### src/rtl/noc_pkg.sv
// Shared NoC definitions: the packet type, the hop field location and the
// helper that applies the per-hop adjustment.
package noc_pkg;

  localparam int unsigned PKT_W   = 64;
  localparam int unsigned HOP_MSB = 55;
  localparam int unsigned HOP_LSB = 48;

  typedef logic [PKT_W-1:0] pkt_t;

  typedef enum logic {
    StEmpty,
    StFull
  } slot_state_e;

  // A zero hop means PE-bound; the packet passes untouched so the field never wraps.
  function automatic pkt_t hop_dec(pkt_t pkt);
    pkt_t res;
    res = pkt;
    if (pkt[HOP_MSB:HOP_LSB] != 8'd0) begin
      res[HOP_MSB:HOP_LSB] = pkt[HOP_MSB:HOP_LSB] - 8'd1;
    end
    return res;
  endfunction

endpackage

### src/rtl/output_port_arbiter_if.sv
// Request/packet bundle from the input buffers plus the downstream valid/ready link.
interface output_port_arbiter_if #(
  parameter int unsigned NUM_IN = 4,
  parameter int unsigned PKT_W  = 64
);
  localparam int unsigned PTR_W = $clog2(NUM_IN);

  logic [NUM_IN-1:0]       req;
  logic [NUM_IN*PKT_W-1:0] pkt_in;
  logic [NUM_IN-1:0]       gnt;
  logic                    out_valid;
  logic [PKT_W-1:0]        out_pkt;
  logic                    out_ready;
  logic [PTR_W-1:0]        prio_ptr;

  modport master (
    input  req, pkt_in, out_ready,
    output gnt, out_valid, out_pkt, prio_ptr
  );

  modport slave (
    output req, pkt_in, out_ready,
    input  gnt, out_valid, out_pkt, prio_ptr
  );
endinterface

### src/rtl/rr_priority_select.sv
// Combinational round-robin selector: first requester at or after ptr, wrapping
// modulo NUM_IN, reported both one-hot and as a binary index.
module rr_priority_select #(
  parameter int unsigned NUM_IN = 4,
  localparam int unsigned IDX_W = $clog2(NUM_IN)
) (
  input  logic [NUM_IN-1:0] req,
  input  logic [IDX_W-1:0]  ptr,
  output logic [NUM_IN-1:0] gnt_oh,
  output logic [IDX_W-1:0]  gnt_idx
);

  always_comb begin
    int unsigned w_idx;
    logic        w_found;
    gnt_oh  = '0;
    gnt_idx = '0;
    w_found = 1'b0;
    w_idx   = 0;
    for (int unsigned k = 0; k < NUM_IN; k++) begin
      w_idx = (32'(ptr) + k) % NUM_IN;
      for (int unsigned i = 0; i < NUM_IN; i++) begin
        if (!w_found && (i == w_idx) && req[i]) begin
          gnt_oh[i] = 1'b1;
          gnt_idx   = IDX_W'(i);
          w_found   = 1'b1;
        end
      end
    end
  end

endmodule

### src/rtl/output_port_arbiter.sv
// Router output port: round-robin grant among input buffers into a one-deep
// output slot, hop field adjusted on capture, valid/ready toward the link.
module output_port_arbiter
  import noc_pkg::*;
#(
  parameter int unsigned NUM_IN = 4,
  parameter int unsigned PKT_W  = 64
) (
  input  logic                  clk,
  input  logic                  reset,
  output_port_arbiter_if.master bus
);

  localparam int unsigned PTR_W = $clog2(NUM_IN);

  slot_state_e      r_state;
  slot_state_e      w_state_d;
  pkt_t             r_out_pkt;
  logic [PTR_W-1:0] r_prio_ptr;

  logic              w_free;
  logic [NUM_IN-1:0] w_req_eff;
  logic [NUM_IN-1:0] w_gnt_oh;
  logic [PTR_W-1:0]  w_gnt_idx;
  logic              w_grant;
  logic [PTR_W-1:0]  w_ptr_d;
  pkt_t              w_sel_pkt;

  // Draining and refilling on one edge gives one packet per cycle.
  assign w_free    = (r_state == StEmpty) || bus.out_ready;
  assign w_req_eff = (!reset && w_free) ? bus.req : '0;
  assign w_grant   = |w_gnt_oh;

  rr_priority_select #(
    .NUM_IN(NUM_IN)
  ) u_select (
    .req    (w_req_eff),
    .ptr    (r_prio_ptr),
    .gnt_oh (w_gnt_oh),
    .gnt_idx(w_gnt_idx)
  );

  always_comb begin
    w_sel_pkt = '0;
    for (int unsigned i = 0; i < NUM_IN; i++) begin
      if (w_gnt_idx == PTR_W'(i)) begin
        w_sel_pkt = bus.pkt_in[i*PKT_W +: PKT_W];
      end
    end
  end

  always_comb begin
    w_ptr_d = (32'(w_gnt_idx) == NUM_IN - 1) ? '0 : w_gnt_idx + 1'b1;
  end

  always_comb begin
    w_state_d = r_state;
    unique case (r_state)
      StEmpty: if (w_grant) w_state_d = StFull;
      StFull:  if (bus.out_ready) w_state_d = w_grant ? StFull : StEmpty;
      default: w_state_d = StEmpty;
    endcase
  end

  always_ff @(posedge clk) begin
    if (reset) begin
      r_state    <= StEmpty;
      r_out_pkt  <= '0;
      r_prio_ptr <= '0;
    end else begin
      r_state <= w_state_d;
      if (w_grant) begin
        r_out_pkt  <= hop_dec(w_sel_pkt);
        r_prio_ptr <= w_ptr_d;
      end
    end
  end

  assign bus.gnt       = w_gnt_oh;
  assign bus.out_valid = (r_state == StFull);
  assign bus.out_pkt   = r_out_pkt;
  assign bus.prio_ptr  = r_prio_ptr;

endmodule

### src/flat_wrapper.sv
// flat-port wrapper written by rule: the top's interface ports become plain ports
module output_port_arbiter_flat import noc_pkg::*;
#(
  parameter int unsigned NUM_IN = 4,
  parameter int unsigned PKT_W  = 64
)
  (clk, reset, bus_req, bus_pkt_in, bus_out_ready, bus_gnt, bus_out_valid, bus_out_pkt, bus_prio_ptr);
  output_port_arbiter_if #(.NUM_IN(NUM_IN), .PKT_W(PKT_W)) bus_i ();
  input  logic clk;
  input  logic reset;
  input wire logic [$bits(bus_i.req)-1:0] bus_req;
  input wire logic [$bits(bus_i.pkt_in)-1:0] bus_pkt_in;
  input wire logic [$bits(bus_i.out_ready)-1:0] bus_out_ready;
  output wire logic [$bits(bus_i.gnt)-1:0] bus_gnt;
  output wire logic [$bits(bus_i.out_valid)-1:0] bus_out_valid;
  output wire logic [$bits(bus_i.out_pkt)-1:0] bus_out_pkt;
  output wire logic [$bits(bus_i.prio_ptr)-1:0] bus_prio_ptr;
  assign bus_i.req = bus_req;
  assign bus_i.pkt_in = bus_pkt_in;
  assign bus_i.out_ready = bus_out_ready;
  assign bus_gnt = bus_i.gnt;
  assign bus_out_valid = bus_i.out_valid;
  assign bus_out_pkt = bus_i.out_pkt;
  assign bus_prio_ptr = bus_i.prio_ptr;
  output_port_arbiter #(.NUM_IN(NUM_IN), .PKT_W(PKT_W)) u_core (.clk(clk), .reset(reset), .bus(bus_i));
endmodule
### config.mk
export PLATFORM = sky130hd
export DESIGN_NAME = output_port_arbiter_flat
export DESIGN_NICKNAME = d
export VERILOG_FILES = /design/src/rtl/noc_pkg.sv /design/src/rtl/output_port_arbiter_if.sv /design/src/rtl/rr_priority_select.sv /design/src/rtl/output_port_arbiter.sv /design/src/flat_wrapper.sv
export SDC_FILE = /design/constraint.sdc
export NUM_CORES = 1
export LEC_CHECK = 0
export CAP_MARGIN = 25
export CORE_AREA = 2 2 130 132
export DETAILED_ROUTE_END_ITERATION = 12
export DIE_AREA = 0 0 132 134
export GPL_TIMING_DRIVEN = 0
export PLACE_DENSITY = 0.67
export SETUP_SLACK_MARGIN = 0.15
export SLEW_MARGIN = 20
export SYNTH_ARGS = -nofsm -noshare
export SYNTH_HDL_FRONTEND = slang
export SYNTH_SLANG_ARGS = --single-unit
### constraint.sdc
create_clock -name clk -period 5.6 [get_ports clk]
set_clock_uncertainty 0.2 [all_clocks]
set_input_delay 1.12 -clock clk [delete_from_list [all_inputs] [get_ports clk]]
set_output_delay 1.12 -clock clk [all_outputs]
set_load 0.02 [all_outputs]
# Word level (Yosys, flattened, before mapping)
# Index checks and enable logic that the tools add are counted.
# word_totals
regBits	67
latchBits	0
ramBits	0
romBits	0
in_bits	263
output_inout_bits	71
n_memories	0
# op_classes
n_addsub	5
multipliers	0
div_mod_pow	0
order_cmp	0
eq_ne	15
shift	0
muxes	55
n_bitwise	1
reduce_logical	56
# ops
cell	count
$mux W64	4
$logic_not A32 Y1	4
$mux W1	33
$logic_and A1 B1 Y1	32
$mux W2	15
$eq A2 B2 Y1 const A	8
$logic_not A1 Y1	16
$eq A1 B2 Y1 const A	4
$mux W8	1
$reduce_bool A8 Y1	1
$sub A8 B1 Y8 const B	1
$add A2 B1 Y2 const B	2
$add A2 B2 Y2 const B	2
$eq A2 B2 Y1 const B	2
$mux W4	1
$reduce_or A4 Y1	1
$eq A2 B1 Y1 const B	1
$logic_not A2 Y1	1
$pmux W1 S2	1
$logic_or A1 B1 Y1	1
$not A1 Y1	1

# Logic depth before layout (Yosys ltp)
# depth
ltp_word	73
depth_mapped	17
depth_no_buf	15

# Modules after synthesis
# A second synthesis with hierarchy kept.
# hier_totals
hier_cells	716
hier_area_um2	4793.3
# modules_own_cells
module	instances	cells_each	area_each_um2	seq_area_each_um2
output_port_arbiter	1	686	4605.7	1341.3
rr_priority_select	1	30	187.7	0.0

# Least setup slack after synthesis
# OpenSTA, ideal clock, no wires.
# synth_timing
path_type	input to register
startpoint	in bus_req[0]
endpoint	reg u_core.r_out_pkt[55], in the netlist u_core.bus.out_pkt[55]
setup_time_ps	91
arrival_ps	4331
t_required_ps	5309
setup_slack_ps	978
path_stages	15
n_path_buf	3
cell_sequence	clkbuf_1 -> nor2_1 -> a21oi_1 -> o32ai_1 -> and2_1 -> or2_2 -> ha_1 -> buf_6 -> or2_1 -> buf_6 -> a221o_1 -> a222oi_1 -> nand2_1 -> or4_1 -> a311oi_1
# synth_between
elab_cells_between_ends	104
# synth_rtl
item	line	text
from (decl)	flat_wrapper.sv:11	input wire logic [$bits(bus_i.req)-1:0] bus_req;
$mux W4 *	output_port_arbiter.sv:31	assign w_req_eff = (!reset && w_free) ? bus.req : '0;
$logic_and A1 B1 Y1	rr_priority_select.sv:23	if (!w_found && (i == w_idx) && req[i]) begin
$mux W1	rr_priority_select.sv:23	
$logic_not A1 Y1	rr_priority_select.sv:23	
$logic_and A1 B1 Y1 (2 in a row)	rr_priority_select.sv:23	
$mux W1	rr_priority_select.sv:23	
$logic_not A1 Y1	rr_priority_select.sv:23	
$logic_and A1 B1 Y1 (2 in a row)	rr_priority_select.sv:23	
[... 41 more ...]	n/a	
$logic_not A1 Y1	rr_priority_select.sv:23	
$logic_and A1 B1 Y1 (2 in a row)	rr_priority_select.sv:23	
$mux W1	rr_priority_select.sv:23	
$logic_not A1 Y1	rr_priority_select.sv:23	
$logic_and A1 B1 Y1 (2 in a row)	rr_priority_select.sv:23	
$mux W1 *	rr_priority_select.sv:23	
named net bus_gnt[2]	flat_wrapper.sv:14	output wire logic [$bits(bus_i.gnt)-1:0] bus_gnt;
$reduce_or A4 Y1 *	output_port_arbiter.sv:32	assign w_grant = |w_gnt_oh;
to (signal assigned)	output_port_arbiter.sv:73	r_out_pkt <= hop_dec(w_sel_pkt);
to (decl)	output_port_arbiter.sv:18	pkt_t r_out_pkt;
# The timed path passes the listed nets; every way through them passes the cells marked *.
# A chain may end at the register's enable or synchronous reset.

# Worst setup path in the final report
# layout_timing
startpoint	in bus_req[3]
endpoint	reg u_core.r_out_pkt[49], in the netlist u_core.bus.out_pkt[49]
# layout_between
elab_chain_cells	58
elab_cells_between_ends	88
# layout_lines
item	line	text
$mux W4 *	output_port_arbiter.sv:31	
$logic_and A1 B1 Y1	rr_priority_select.sv:23	
$mux W1	rr_priority_select.sv:23	
$logic_not A1 Y1	rr_priority_select.sv:23	
$logic_and A1 B1 Y1 (2 in a row)	rr_priority_select.sv:23	
$mux W1	rr_priority_select.sv:23	
$logic_not A1 Y1	rr_priority_select.sv:23	
$logic_and A1 B1 Y1 (2 in a row)	rr_priority_select.sv:23	
[... 36 more ...]	n/a	
$mux W1	rr_priority_select.sv:23	
$logic_not A1 Y1	rr_priority_select.sv:23	
$logic_and A1 B1 Y1 (2 in a row)	rr_priority_select.sv:23	
$mux W2	rr_priority_select.sv:23	
$logic_not A2 Y1	output_port_arbiter.sv:46	if (w_gnt_idx == PTR_W'(i)) begin
$mux W64 (4 in a row)	output_port_arbiter.sv:46	
$sub A8 B1 Y8 or $reduce_bool A8 Y1 (tied branches)	noc_pkg.sv:21, noc_pkg.sv:20	
$mux W8	noc_pkg.sv:20	if (pkt[HOP_MSB:HOP_LSB] != 8'd0) begin
# Mark *: on every way between the ends. The rest lies on a longest branch, timed or not.

==> metrics.csv <==
metric;value;unit
XOR/XNOR Fraction of Synth Area;0.591;%
Place WS;0.0717;ns
Tcrit/Tclk final;92.5;%
Post-CTS Resized;0;
hold_buf cts;0;
VDD IR max;0.135;mV
crit-path max FO;10;
vias in the first global route;5863;
origin of the critical flop-to-flop path;u_core.bus.prio_ptr[1];
Initial Util;27.3;%
max-cap check violation count;0;
FFs w/ async S/R, synth;0;%
final std cells w/o fill;1158;
Hold Path Class;flip-flop to flip-flop;
Post-synth top flop;dfxtp_1;
Port Buf Inserts;330;
FMAX;0.193;GHz
overall routed net length;21500;µm
Yosys warnings;0;
antenna violations before repair;2;
largest net degree at the start of global routing;11;
Pwr Density;260;nW/µm²
Avg WL per Cell;18.5;µm
Synth Area per Inst;7.52;µm²
crit start category;input pin;
Pre-antenna DRT Iters;5;
sinks on the clock net;67;
routability congestion estimate;0.865;
crit path DAT;5.24;ns
min cycle time layout;5.18;ns
DR vias;5908;
row cnt;47;
hold path depth;2;
worst-margin pin slew;0.712;ns
mux share of post-synthesis cell area;0.731;%
worst reg2reg setup slack;1.05;ns
Clock Path Buffers;2;
run status;complete, no violations;
Seq/Total Area, Yosys;30.1;%
hold path start;u_core.bus.out_pkt[52];
total number of H-tree levels;3;
setup bufs post-CTS;0;
# DRC;0;
Pleak;2.89;nW
most common cell after layout, fill and taps aside;clkdlybuf4s50_1;
largest family of logic cells by synthesized area;compound AO/OA/AOI/OAI gates;
R2R depth;17;
min setup slack post-route;0.422;ns
Total GRT Usage;23.6;%
post-route ant nets;0;
layout cells sized above 1;2.24;%
Hold Fails Final Rpt;0;
Synth Area in Simple Gates;24.7;%
Inserted Clock Buffers;9;
Placeable Area;16300;µm²
post-synthesis compound-gate area fraction;35.4;%
CP Launch Point;bus_req[3];
Layout area overhead;86.7;%
hold endpoint;u_core.bus.out_pkt[52];
kind of critical path;input pin to flip-flop;
Die X;132;µm
clk_lat worst skew;0.33;ns
Cells after Synth;592;
EDFF count, synth;0;
die area;17700;µm²
Mapped Area;4450;µm²
max_slew headroom;52.5;%
Critical Path RT;5.66;ns
Post-Synth Adder-Cell Area;1.69;%
dpl cells;1142;
Worst setup EP type;flip-flop;
final setup vio count;0;
IO Count;334;
most frequent cells in the layout;clkdlybuf4s50_1 (330), nor2_1 (73), dfxtp_1 (67);
max-slew violations;0;
Pwr Total;0.00216;W
reg2reg end;u_core.bus.out_pkt[49];
Die Ht;134;µm
RSZ-0062 raised after global routing;no;
initial drt markers;298;
FF+latch count, synth;67;
Final #Nets;1202;
grt ovf;0;
DP HPWL;17300;µm
Final TNS setup;0;ns
CTS root buf;clkbuf_16;
CTS tree;yes;
DR vias/cell;5.10;
global-route wire length before repair;32700;µm
clock transition at the registers of the reported paths;0.06;ns
post-synth net total;861;
synth unique cells;46;
[worst max-delay path, stage by stage]
cell and delay [ns]:
clkdlybuf4s50_1 0.58, nor2_1 0.07, a21oi_1 0.13, o32ai_1 0.12, and2_1 0.17, or2_2 0.30, inv_1 0.09, ha_1 0.16
nor2b_1 0.13, clkbuf_1 0.48, a221o_1 0.25, o221ai_1 0.31, ha_1 0.34, o21a_1 0.12, o2111ai_1 0.25, mux2_2 0.40
a211oi_2 0.20
[synthesized netlist by cell type, types with 2 or more instances]
cell | n | area share, %
buf_6 | 2 | 0.51
o22ai_1 | 3 | 0.42
a211oi_1 | 58 | 9.8
clkbuf_1 | 62 | 5.2
buf_2 | 2 | 0.22
nor3b_1 | 2 | 0.34
ha_1 | 6 | 1.7
o221ai_1 | 4 | 0.79
a221o_1 | 5 | 1.1
nand2_1 | 7 | 0.59
a311oi_1 | 2 | 0.39
nor3_1 | 58 | 6.5
xnor2_1 | 2 | 0.39
a221oi_1 | 59 | 12
a21oi_1 | 65 | 7.3
o21a_1 | 3 | 0.51
inv_1 | 6 | 0.51
or2_2 | 2 | 0.28
and2_1 | 4 | 0.56
o21ai_0 | 6 | 0.67
nor2_1 | 73 | 6.2
or4_1 | 2 | 0.34
o22a_1 | 2 | 0.39
o211ai_1 | 2 | 0.34
nor2b_1 | 57 | 8.0
nand3_1 | 4 | 0.45
buf_1 | 3 | 0.25
mux2_2 | 2 | 0.51
dfxtp_1 | 67 | 30
nand2b_1 | 6 | 0.84
[stage by stage]
stage | hold WS, ns | utilization (%) | cell area, µm²
after floorplan | 0.344 | - | 4450
after global placement | 0.253 | 49.3 | 8030
after detailed placement | 0.265 | 49.3 | 8030
after CTS | 0.275 | 51.0 | 8300
after global routing | 0.305 | 51.0 | 8310
final | 0.273 | 51.0 | 8310
[logic make-up after synthesis]
logic type	after synthesis
mux	3
buf+inv	75
simple gates	219
flops	67
xor+xnor	3
compound gates	219
fa+ha+maj	6
[state kept, by name, indices dropped and copies added, names as in the netlist]
register              cells
u_core.bus.out_pkt       64
u_core.bus.out_valid      1
u_core.bus.prio_ptr       2
[routing by layer]
metal	GRT usage, %	wire (µm)	vias up
met3	5.25	1360	29
met5	0	14	-
met1	28.6	8950	2735
li1	-	-	2925
met2	41.7	10700	217
met4	7.37	416	2
[power breakdown]
part,internal [W],switching [W]
sequential,0.000548,0.0000383
combinational,0.000501,0.000523
clock,0.000341,0.000204
[layout make-up]
type                    instances  area [µm²]
multi-input cells             450        2810
flip-flops and latches         67        1340
diodes                          1        2.50
repair buffers                330        3300
inverters                       6        22.5
clock buffers                  12         236
clock inverters                 3        40.0
plain buffers                  69         277
fillers                      1607        7980
well taps                     220         275
[worst max-delay path by stage]
stage | end | slack, ns | cells after the start
after global routing | u_core.bus.out_pkt[49] | 0.16 | 17
after floorplan | u_core.bus.out_pkt[55] | 0.98 | 15
after CTS | u_core.bus.out_pkt[49] | 0.41 | 17
after global placement | u_core.bus.out_pkt[49] | 0.09 | 17
after detailed placement | u_core.bus.out_pkt[49] | 0.07 | 17
final | u_core.bus.out_pkt[49] | 0.42 | 17
Note: power is estimated with default switching activity, not from simulation.
